[src/rtl/seq_shift_add_mult_pkg.sv]
// Shared definitions for the sequential shift-add multiplier controller.
// State encodings match the other multiplier controllers; 2'd3 is illegal.
package seq_shift_add_mult_pkg;

    typedef enum logic [1:0] {
        ST_IDLE = 2'd0,
        ST_BUSY = 2'd1,
        ST_DONE = 2'd2
    } state_t;

    // Iteration counter width for a given operand width.
    function automatic int cnt_width(input int width);
        return $clog2(width) + 1;
    endfunction

endpackage

[src/rtl/seq_shift_add_mult_adder.sv]
// WIDTH-bit ripple-carry adder (carry-in tied low) built from half/full adder
// cells; the low bit uses a half adder since there is no carry into it.
module half_adder (
    input  logic a,
    input  logic b,
    output logic s,
    output logic c
);
    assign s = a ^ b;
    assign c = a & b;
endmodule

module full_adder (
    input  logic a,
    input  logic b,
    input  logic ci,
    output logic s,
    output logic co
);
    assign s  = a ^ b ^ ci;
    assign co = (a & b) | (ci & (a ^ b));
endmodule

module ripple_adder_n #(
    parameter int WIDTH = 8
) (
    input  logic [WIDTH-1:0] a,
    input  logic [WIDTH-1:0] b,
    output logic [WIDTH-1:0] sum,
    output logic             cout
);
    logic [WIDTH:1] carry;

    half_adder u_ha0 (
        .a (a[0]),
        .b (b[0]),
        .s (sum[0]),
        .c (carry[1])
    );

    for (genvar i = 1; i < WIDTH; i++) begin : g_fa
        full_adder u_fa (
            .a  (a[i]),
            .b  (b[i]),
            .ci (carry[i]),
            .s  (sum[i]),
            .co (carry[i+1])
        );
    end

    assign cout = carry[WIDTH];
endmodule

[src/rtl/seq_shift_add_mult.sv]
// Sequential unsigned shift-add multiplier: one shared WIDTH-bit adder iterated
// WIDTH times per operation, start/busy/done handshake, product held until next start.
module seq_shift_add_mult
    import seq_shift_add_mult_pkg::*;
#(
    parameter int WIDTH = 8
) (
    input  logic               clk,
    input  logic               rst,
    input  logic               start,
    input  logic [WIDTH-1:0]   A,
    input  logic [WIDTH-1:0]   B,
    output logic               busy,
    output logic               done,
    output logic [2*WIDTH-1:0] Product
);
    localparam int             CW       = cnt_width(WIDTH);
    localparam logic [CW-1:0]  CNT_LAST = CW'(WIDTH - 1);

    state_t             state;
    logic [WIDTH-1:0]   mcand;
    logic [WIDTH-1:0]   mplier;
    logic [WIDTH-1:0]   acc;
    logic [CW-1:0]      cnt;

    logic [WIDTH-1:0]   addend;
    logic [WIDTH-1:0]   sum_lo;
    logic               cout;
    logic [2*WIDTH-1:0] shifted;

    assign addend = mplier[0] ? mcand : '0;

    ripple_adder_n #(.WIDTH(WIDTH)) u_adder (
        .a    (acc),
        .b    (addend),
        .sum  (sum_lo),
        .cout (cout)
    );

    // {acc, mplier} after one step: the adder result (with carry) shifted right by one.
    assign shifted = {cout, sum_lo, mplier[WIDTH-1:1]};

    always_ff @(posedge clk) begin
        if (rst) begin
            state   <= ST_IDLE;
            busy    <= 1'b0;
            done    <= 1'b0;
            Product <= '0;
            mcand   <= '0;
            mplier  <= '0;
            acc     <= '0;
            cnt     <= '0;
        end else begin
            case (state)
                ST_IDLE, ST_DONE: begin
                    done <= 1'b0;
                    if (start) begin
                        mcand  <= A;
                        mplier <= B;
                        acc    <= '0;
                        cnt    <= '0;
                        state  <= ST_BUSY;
                        busy   <= 1'b1;
                    end else begin
                        state <= ST_IDLE;
                        busy  <= 1'b0;
                    end
                end
                ST_BUSY: begin
                    {acc, mplier} <= shifted;
                    cnt           <= cnt + 1'b1;
                    if (cnt == CNT_LAST) begin
                        Product <= shifted;
                        state   <= ST_DONE;
                        busy    <= 1'b0;
                        done    <= 1'b1;
                    end
                end
                default: begin
                    state <= ST_IDLE;
                    busy  <= 1'b0;
                    done  <= 1'b0;
                end
            endcase
        end
    end
endmodule

[config.mk]
export PLATFORM = sky130hd
export DESIGN_NAME = seq_shift_add_mult
export DESIGN_NICKNAME = d
export VERILOG_FILES = /design/src/rtl/seq_shift_add_mult_pkg.sv /design/src/rtl/seq_shift_add_mult_adder.sv /design/src/rtl/seq_shift_add_mult.sv
export SDC_FILE = /design/constraint.sdc
export NUM_CORES = 1
export LEC_CHECK = 0
export ABC_AREA = 1
export BUFFER_PORTS_ARGS = -buffer_cell sky130_fd_sc_hd__buf_2
export CAP_MARGIN = 40
export CORE_MARGIN = 8
export CORE_UTILIZATION = 53
export CTS_CLUSTER_DIAMETER = 50
export CTS_CLUSTER_SIZE = 40
export DETAILED_ROUTE_END_ITERATION = 6
export GPL_TIMING_DRIVEN = 0
export PLACE_DENSITY = 0.8
export SETUP_SLACK_MARGIN = 0.3
export SKIP_CTS_REPAIR_TIMING = 1
export SLEW_MARGIN = 20
export SYNTH_ARGS = -nofsm -noshare
export SYNTH_HDL_FRONTEND = slang
export SYNTH_HIERARCHICAL = 1
export SYNTH_SLANG_ARGS = --single-unit
[constraint.sdc]
create_clock -name clk -period 7.4 [get_ports clk]
set_clock_uncertainty 0.2 [all_clocks]
set_input_delay 1.48 -clock clk [delete_from_list [all_inputs] [get_ports clk]]
set_output_delay 1.48 -clock clk [all_outputs]
set_load 0.005 [all_outputs]
==> results of run 1 <==
==> layer usage <==
metal | up-vias | track usage [%] | share of wire, %
li1 | 976 | - | -
met2 | 45 | 24.86 | 46
met3 | 8 | 4.353 | 6.9
met5 | - | 0 | 0
met1 | 836 | 18.53 | 45
met4 | 0 | 7.273 | 1.9
==> cell type report <==
cell class              instances  area, sq um
plain buffers                  15        118.9
clock buffers                   5        68.82
clock inverters                 3        43.79
fillers                       375         1454
inverters                      31        123.9
multi-input cells             191         1017
flip-flops and latches         47        940.9
well taps                      50        62.56
repair buffers                 34        170.2
==> stage by stage <==
step	hold slack [ps]	cells	instance area (sq um)	total power [mW]
floorplan	250.4	284	2201	0.3110
global placement	245.4	368	2434	0.3242
detailed placement	254.9	368	2434	0.3256
CTS	280.3	376	2546	0.5124
global route	303.6	376	2546	0.5296
finish	274.1	376	2546	0.5101
==> flip-flops by register name (all words and copies together), names as in the netlist <==
name and cells:
Product 16, acc 8, mcand 8, mplier 8
cnt 4, state 2, done 1
==> cell usage after synthesis <==
cell      instances
fa_1              7
inv_6             1
nand2_2           3
nand2_4           1
nor2_4            2
buf_4             3
a21oi_2           1
nor2_8            1
nor2_1           52
buf_2             5
dfxtp_1          47
nand2_1          41
a21oi_1          10
buf_6             6
o21ai_1           1
nand3_1          45
inv_4             1
o21ai_0          18
inv_1            27
inv_2             2
nor2_2            1
ha_1              2
nand3b_1          6
clkbuf_1          1
==> report_power, final <==
group | switching [mW] | internal, mW | leakage, nW
Clock | 0.0893 | 0.101 | 0.0581
Combinational | 0.0325 | 0.0212 | 0.769
Sequential | 0.00551 | 0.261 | 0.382
==> worst max-delay path: cells and delay by family (launching register included) <==
kind / cells / cell delay, ps
flops: 1 / 310
fa+ha+maj: 8 / 3040
buf+inv: 3 / 290
simple gates: 4 / 320
==> cells by family (layout without fill, tap and decap cells) <==
kind of cell             count (synthesis)  after routing
AND/OR/NAND/NOR                        152            152
adder cells (fa/ha/maj)                  9              9
AO/OA/AOI/OAI                           30             30
flip-flops                              47             47
buffers and inverters                   46             88
==> worst paths after layout <==
check / from / to / depth (start not counted)
setup reg to reg: mplier[0] / Product[14] / 15
setup / recovery: mplier[0] / Product[14] / 15
hold reg to reg: done / done / 2
hold / removal: done / done / 2
==> impl_metrics.env, run 1 <==
export IMPL_setup_viol=0
export IMPL_drc=0
export IMPL_cpMaxStageDelayCell="fa_1"
export IMPL_ys_types=24
export IMPL_h_tree_depth=2
export IMPL_synthAdderAreaFrac_pct=7.504
export IMPL_critPathMaxStageDelay_ps=480
export IMPL_clkTransAtPathRegs_ps=90
export IMPL_synth_seq_cells=47
export IMPL_synth_compound_gate_area_share_pct=6.993
export IMPL_crit_type="reg2reg"
export IMPL_syn_inst=284
export IMPL_syn_num_nets=312
export IMPL_hold_viol_final=0
export IMPL_avgSynthCellArea_sq_um=7.750
export IMPL_antennaDiodeCount=0
export IMPL_place_ws_ps=3217
export IMPL_status="finished clean"
export IMPL_clock_latency_ps=310
export IMPL_synthXorXnorAreaFrac_pct=0
export IMPL_grt_max_degree=16
export IMPL_yosys_warnings=6
export IMPL_overflow=0
export IMPL_max_freq_mhz=236.8
export IMPL_power_leakage_nw=1.209
export IMPL_die_y_um=80.44
export IMPL_grt_pass1_vias=1801
export IMPL_synth_top_cells_by_area="dfxtp_1 (43%), nand3_1 (10%), nor2_1 (8.9%)"
export IMPL_synthMuxAreaShare_pct=0
export IMPL_vdd_drop_max_uv=139.5
export IMPL_final_common_cell="nor2_1"
export IMPL_totalWireLength_mm=4.640
export IMPL_crit_chain="clkbuf_1, nand2_1, inv_1, ha_1, fa_1, fa_1, fa_1, fa_1, fa_1, fa_1, fa_1, inv_1, nand3_1, nand2_1, nor2_1"
export IMPL_hpwl_mm=3.512
export IMPL_cts_tree="done"
export IMPL_cp_end_kind="flop"
export IMPL_final_cell_mix="nor2_1 (52), dfxtp_1 (47), nand3_1 (45)"
export IMPL_path_max_fanout=9
export IMPL_cts_max_path_buffers=2
export IMPL_yosysSeqAreaShare_pct=42.75
export IMPL_worstSetupStartpointType="flop"
export IMPL_yosys_area_share_simple_pct=31.72
export IMPL_finalWorstSetupSlack_ps=3177
export IMPL_r2r_slack_ps=3180
export IMPL_relSlewSlack_pct=77.35
export IMPL_drt_iter0_markers=102
export IMPL_grtUsageTotal_pct=15.46
export IMPL_ios=37
export IMPL_critPathRequiredTime_ps=7450
export IMPL_die_area_sq_um=6471
export IMPL_drtPass1Iterations=4
export IMPL_yosysTopAreaCell="dfxtp_1"
export IMPL_gp_congestion=0.8406
export IMPL_wl_per_cell_um=12.34
export IMPL_arrival_ps=4280
export IMPL_mappedNetlistArea_sq_um=2201
export IMPL_vias_per_cell=4.960
export IMPL_cap_violations=0
export IMPL_rows=23
export IMPL_antenna_found_initial=0
export IMPL_numCtsBuffers=5
export IMPL_cts_root_buf="clkbuf_8"
export IMPL_fin_util_pct=63.65
export IMPL_grt_pass1_wl_mm=7.962
export IMPL_cts_sinks=47
export IMPL_tns_ps=0
export IMPL_syn2layout_area_growth_pct=15.69
export IMPL_cp_common_cell="fa_1"
export IMPL_finish_net_count=353
export IMPL_vias=1865
export IMPL_synth_top_family_by_area="simple AND/OR/NAND/NOR gates"
export IMPL_antenna_left=0
export IMPL_portBuffers=34
export IMPL_hold_path_class="reg2reg"
export IMPL_synth_top_area_share_pct=42.75
export IMPL_finalCritPeriodShare_pct=57.06
export IMPL_rsz0062_at_grt="no"
export IMPL_die_x_um=80.44
export IMPL_slew_viol_final=0
export IMPL_core_sq_um=4000
export IMPL_worstMarginPinSlew_ps=339.7
export IMPL_p_per_area_nw_per_um2=200.3
export IMPL_min_period_ps=4223
export IMPL_initial_core_util_pct=55.02
export IMPL_drive_above_1_share_pct=21.17
Note: power is estimated with default switching activity, not from simulation.
==> inputs of run 2 (changes only) <==
--- a/config.mk
+++ b/config.mk
@@ -5,16 +5,16 @@
 export SDC_FILE = /design/constraint.sdc
 export NUM_CORES = 1
 export LEC_CHECK = 0
-export ABC_AREA = 1
+export ABC_AREA = 0
 export BUFFER_PORTS_ARGS = -buffer_cell sky130_fd_sc_hd__buf_2
 export CAP_MARGIN = 40
 export CORE_MARGIN = 8
-export CORE_UTILIZATION = 53
+export CORE_UTILIZATION = 49
 export CTS_CLUSTER_DIAMETER = 50
 export CTS_CLUSTER_SIZE = 40
 export DETAILED_ROUTE_END_ITERATION = 6
 export GPL_TIMING_DRIVEN = 0
-export PLACE_DENSITY = 0.8
+export PLACE_DENSITY = 0.78
 export SETUP_SLACK_MARGIN = 0.3
 export SKIP_CTS_REPAIR_TIMING = 1
 export SLEW_MARGIN = 20
==> constraint.sdc (replaced) <==
create_clock -name clk -period 3.6 [get_ports clk]
set_clock_uncertainty 0.2 [all_clocks]
set_input_delay 0.72 -clock clk [delete_from_list [all_inputs] [get_ports clk]]
set_output_delay 0.72 -clock clk [all_outputs]
set_load 0.005 [all_outputs]
==> impl_metrics.env, run 2 <==
export IMPL_status="finished, violations left"
export IMPL_violations="negative setup slack"
export IMPL_portBuffers=36
export IMPL_antenna_left=0
export IMPL_grt_max_degree=14
export IMPL_synth_compound_gate_area_share_pct=19.84
export IMPL_finalWorstSetupSlack_ps=-488.9
export IMPL_slew_viol_final=0
export IMPL_registers_top_by_ff_count="Product"
export IMPL_h_tree_depth=2
export IMPL_yosys_warnings=6
export IMPL_worstSetupStartpointType="flop"
export IMPL_path_buf_inv=1
export IMPL_initial_core_util_pct=51.18
export IMPL_cts_max_path_buffers=2
export IMPL_synth_top_family_by_area="compound AO/OA/AOI/OAI gates"
export IMPL_drive_above_1_share_pct=27.99
export IMPL_hpwl_mm=3.522
export IMPL_grtUsageTotal_pct=14.79
export IMPL_rsz0062_at_grt="yes"
export IMPL_totalWireLength_mm=4.664
export IMPL_final_cell_mix="dfxtp_1 (46), buf_2 (46), a21oi_1 (33)"
export IMPL_synthMuxAreaShare_pct=1.092
export IMPL_cpMaxStageDelayCell="fa_1"
export IMPL_wl_per_cell_um=14.67
export IMPL_worstMarginPinSlew_ps=439.7
export IMPL_ys_types=28
export IMPL_die_x_um=80.87
export IMPL_drt_iter0_markers=66
export IMPL_vdd_drop_max_uv=249.7
export IMPL_clkTransAtPathRegs_ps=80
export IMPL_cts_tree="done"
export IMPL_async_flop_share_pct=0
export IMPL_synthXorXnorAreaFrac_pct=0
export IMPL_cp_end_kind="flop"
export IMPL_relSlewSlack_pct=70.69
export IMPL_power_leakage_nw=1.023
export IMPL_min_period_ps=4089
export IMPL_critPathRequiredTime_ps=3640
export IMPL_drtPass1Iterations=4
export IMPL_gp_congestion=0.8159
export IMPL_finalCritPeriodShare_pct=113.6
export IMPL_mappedNetlistArea_sq_um=2062
export IMPL_whs_ps=253.2
export IMPL_rows=23
export IMPL_syn2layout_area_growth_pct=19.11
export IMPL_die_y_um=80.87
export IMPL_synthAdderAreaFrac_pct=8.010
export IMPL_crit_family="adder cells"
export IMPL_ios=37
export IMPL_largest_register_ffs=16
export IMPL_finish_net_count=296
export IMPL_grt_pass1_vias=1645
export IMPL_drc=0
export IMPL_vias_per_cell=5.358
export IMPL_synth_most_common_cell="dfxtp_1"
export IMPL_synth_commonest_cells="dfxtp_1 (47), a21oi_1 (35), inv_1 (17)"
export IMPL_syn_inst=224
export IMPL_core_sq_um=4029
export IMPL_avgSynthCellArea_sq_um=9.205
export IMPL_crit_type="reg2reg"
export IMPL_setup_viol=5
export IMPL_synth_edf_count=0
export IMPL_ys_flop_type="dfxtp_1"
export IMPL_grt_pass1_wl_mm=7.569
export IMPL_antennaDiodeCount=0
export IMPL_hold_viol_final=0
export IMPL_syn_num_nets=252
export IMPL_yosys_area_share_simple_pct=17.54
export IMPL_antenna_found_initial=0
export IMPL_cap_violations=0
export IMPL_numCtsBuffers=5
export IMPL_crit_chain="and2_4, ha_4, fa_2, fa_2, fa_2, fa_2, fa_2, fa_2, fa_1, inv_1, or3_4, a21oi_2"
export IMPL_arrival_ps=4130
export IMPL_tns_ps=-968.5
export IMPL_synth_top_area_share_pct=45.63
export IMPL_yosysTopAreaCell="dfxtp_1"
export IMPL_clock_latency_ps=290
export IMPL_cts_root_buf="clkbuf_8"
export IMPL_die_area_sq_um=6540
export IMPL_path_max_fanout=6
export IMPL_max_freq_mhz=244.6
export IMPL_fill_cells=369
export IMPL_synth_seq_cells=47
export IMPL_vias=1704
export IMPL_cp_common_cell="fa_2"
export IMPL_p_per_area_nw_per_um2=389.6
export IMPL_cts_sinks=47
export IMPL_critPathMaxStageDelay_ps=530
export IMPL_overflow=0
export IMPL_yosysSeqAreaShare_pct=45.63
export IMPL_synth_top_cells_by_area="dfxtp_1 (46%), a21oi_1 (8.5%), fa_1 (6.8%)"
export IMPL_hold_path_class="reg2reg"
export IMPL_p_total_mw=0.9569
## run 2: cell types whose count changed after synthesis, sizes merged, moves of 9 or more
cell	previous run	this run
nor2	56	3
nand3	45	9
nand2	45	16
a21oi	11	35
or3	0	16
inv	31	17
a22o	0	9
## run 2: cell type report
| type | count | area (sq um) | share of cell area, % |
|---|---|---|---|
| Sequential cell | 47 | 944.7 | 38.46 |
| Multi-Input combinational cell | 143 | 1006 | 40.96 |
| Buffer | 17 | 98.84 | 4.024 |
| Tap cell | 50 | 62.56 | 2.547 |
| Clock buffer | 6 | 82.58 | 3.362 |
| Inverter | 17 | 63.81 | 2.598 |
| Clock inverter | 1 | 5.005 | 0.2038 |
| Timing Repair Buffer | 37 | 192.7 | 7.845 |
## run 2: metrics by stage
step,instance area [sq um],std cells,util (%),worst slack [ps]
2_1_floorplan,2081,224,-,-314.6
3_3_place_gp,2323,310,57.67,-434.8
3_5_place_dp,2323,310,57.67,-513.9
4_1_cts,2411,317,59.84,-539.9
5_1_grt,2456,318,60.96,-559.1
6_report,2456,318,60.96,-488.9
## run 2: worst min-delay path, cell delays in order (launching register included)
cell and delay [ps]:
dfxtp_1 310, nand2_1 50, a21oi_1 50
## run 2: path summary, 6_finish.rpt
path             start           to  slack [ps]  cells after the start
min           mcand[6]     mcand[6]         250                      2
min reg2reg   mcand[6]     mcand[6]         250                      2
max reg2reg  mplier[0]  Product[14]        -490                     12
max          mplier[0]  Product[14]        -490                     12
## run 2: where the power goes
part / switching [mW] / total [mW] / internal, mW
Sequential: 0.0106 / 0.544 / 0.534
Combinational: 0.0583 / 0.0963 / 0.0380
Clock: 0.166 / 0.316 / 0.151
Total: 0.235 / 0.957 / 0.722
## run 2: cells by family after synthesis
| kind of cell | Yosys count |
|---|---|
| mux | 2 |
| flops | 47 |
| simple gates | 62 |
| compound gates | 70 |
| fa+ha+maj | 9 |
| buf+inv | 34 |
## run 2: metal layers
| metal | global-route usage (%) | vias up | routed length [um] |
|---|---|---|---|
| met2 | 24.06 | 41 | 2245 |
| li1 | - | 855 | - |
| met1 | 17.58 | 804 | 2045 |
| met3 | 5.408 | 4 | 321 |
| met4 | 5.179 | 0 | 52 |
| met5 | 0 | - | 0 |
==> inputs of run 3 (changes only) <==
--- a/config.mk
+++ b/config.mk
@@ -8,6 +8,7 @@
 export ABC_AREA = 0
 export BUFFER_PORTS_ARGS = -buffer_cell sky130_fd_sc_hd__buf_2
 export CAP_MARGIN = 40
+export CORE_ASPECT_RATIO = 1.4
 export CORE_MARGIN = 8
 export CORE_UTILIZATION = 49
 export CTS_CLUSTER_DIAMETER = 50
@@ -16,7 +17,6 @@
 export GPL_TIMING_DRIVEN = 0
 export PLACE_DENSITY = 0.78
 export SETUP_SLACK_MARGIN = 0.3
-export SKIP_CTS_REPAIR_TIMING = 1
 export SLEW_MARGIN = 20
 export SYNTH_ARGS = -nofsm -noshare
 export SYNTH_HDL_FRONTEND = slang
==> impl_metrics.env, run 3 (synthesized netlist as in run 2, its figures left out) <==
export IMPL_worstMarginPinSlew_ps=432.9
export IMPL_rows=28
export IMPL_whs_ps=258.3
export IMPL_finalCritPeriodShare_pct=112.0
export IMPL_cts_sinks=47
export IMPL_largest_register_ffs=16
export IMPL_final_cell_mix="dfxtp_1 (46), buf_2 (46), a21oi_1 (33)"
export IMPL_overflow=0
export IMPL_cts_tree="done"
export IMPL_hold_viol_final=0
export IMPL_totalWireLength_mm=4.463
export IMPL_ios=37
export IMPL_drtPass1Iterations=4
export IMPL_grtUsageTotal_pct=13.76
export IMPL_drc=0
export IMPL_finish_net_count=301
export IMPL_hpwl_mm=3.316
export IMPL_clock_latency_ps=300
export IMPL_crit_path_start="mplier[0]"
export IMPL_antenna_left=0
export IMPL_syn2layout_area_growth_pct=19.78
export IMPL_status="finished, violations left"
export IMPL_antennaDiodeCount=0
export IMPL_initial_core_util_pct=49.88
export IMPL_die_y_um=92.76
export IMPL_h_tree_depth=2
export IMPL_place_ws_ps=-445.5
export IMPL_vias_per_cell=5.404
export IMPL_slew_viol_final=0
export IMPL_clkTransAtPathRegs_ps=80
export IMPL_drive_above_1_share_pct=27.74
export IMPL_grt_max_degree=14
export IMPL_r2r_slack_ps=-430
export IMPL_registers_top_by_ff_count="Product"
export IMPL_fill_cells=365
export IMPL_cap_violations=0
export IMPL_antenna_found_initial=0
export IMPL_worstSetupStartpointType="flop"
export IMPL_portBuffers=36
export IMPL_setup_viol=5
export IMPL_fin_util_pct=59.75
export IMPL_grt_pass1_vias=1617
export IMPL_p_total_mw=0.9485
export IMPL_finalWorstSetupSlack_ps=-433.3
export IMPL_tns_ps=-1009
export IMPL_relSlewSlack_pct=71.14
export IMPL_violations="negative setup slack"
export IMPL_max_freq_mhz=247.9
export IMPL_p_per_area_nw_per_um2=384.0
export IMPL_numCtsBuffers=5
export IMPL_die_x_um=70.83
export IMPL_cts_max_path_buffers=2
export IMPL_grt_pass1_wl_mm=7.341
export IMPL_rr_startpoint="mplier[0]"
export IMPL_min_period_ps=4033
export IMPL_rsz0062_at_grt="yes"
export IMPL_crit_type="reg2reg"
export IMPL_hold_path_class="reg2reg"
export IMPL_critPathRequiredTime_ps=3640
export IMPL_wl_per_cell_um=13.99
export IMPL_power_leakage_nw=1.027
export IMPL_vias=1724
export IMPL_gp_congestion=0.8261
export IMPL_core_sq_um=4134
export IMPL_path_max_fanout=4
export IMPL_cp_end_kind="flop"
export IMPL_vdd_drop_max_uv=205.7
export IMPL_arrival_ps=4070
export IMPL_hold_path_startpoint="mcand[6]"
export IMPL_die_area_sq_um=6569
export IMPL_drt_iter0_markers=108
export IMPL_cts_root_buf="clkbuf_8"
export IMPL_postCtsHoldBufs=0
[run 3: cell types whose count changed in the layout (fill, tap and decap cells not counted), sizes merged]
cell / delta
clkbuf: +1
buf: +6
dlymetal6s2s: -1
[run 3: layout make-up]
type                            instances  area [sq um]  area share [%]
Buffer                                 17         98.84           4.002
Clock inverter                          1         5.005          0.2026
Inverter                               17         63.81           2.584
Multi-Input combinational cell        143         996.0           40.32
Tap cell                               45         56.30           2.280
Sequential cell                        47         944.7           38.25
Timing Repair Buffer                   42         229.0           9.271
Clock buffer                            7         76.32           3.090
[run 3: worst max-delay path: stages, from the launching register on]
cell     delay [ps]
dfxtp_4         360
and2_4          160
ha_4            150
fa_2            340
fa_2            350
fa_2            350
fa_2            350
fa_2            360
fa_2            350
fa_1            500
inv_1            40
or3_1           370
a21oi_2         110
[run 3: final timing paths]
| path | to | cells past startpoint |
|---|---|---|
| max | Product[14] | 12 |
| min reg2reg | mcand[6] | 2 |
| max reg2reg | Product[14] | 12 |
| min | mcand[6] | 2 |
[run 3: timing repair]
item	in CTS	in global routing
setup buffers	3	3
setup endpoints to repair	7	7
gates resized for setup	3	3
pin swaps	3	1
[run 3: report_power, final]
part	total [mW]	internal [mW]	switching, mW
Clock	0.306	0.137	0.169
Combinational	0.0985	0.0402	0.0584
Sequential	0.544	0.534	0.0104
Total	0.948	0.710	0.238
[run 3: routing by layer]
layer,vias up,track usage (%),wire length (um)
met5,-,0,0
met4,0,6.098,82
met3,6,4.324,282
met2,43,24.44,2241
met1,804,14.46,1856
li1,871,-,-
[run 3: per-stage QoR]
step,instance area (sq um),std cells
global route,2470,319
floorplan,2081,224
finish,2470,319
detailed placement,2317,305
global placement,2317,305
CTS,2436,316
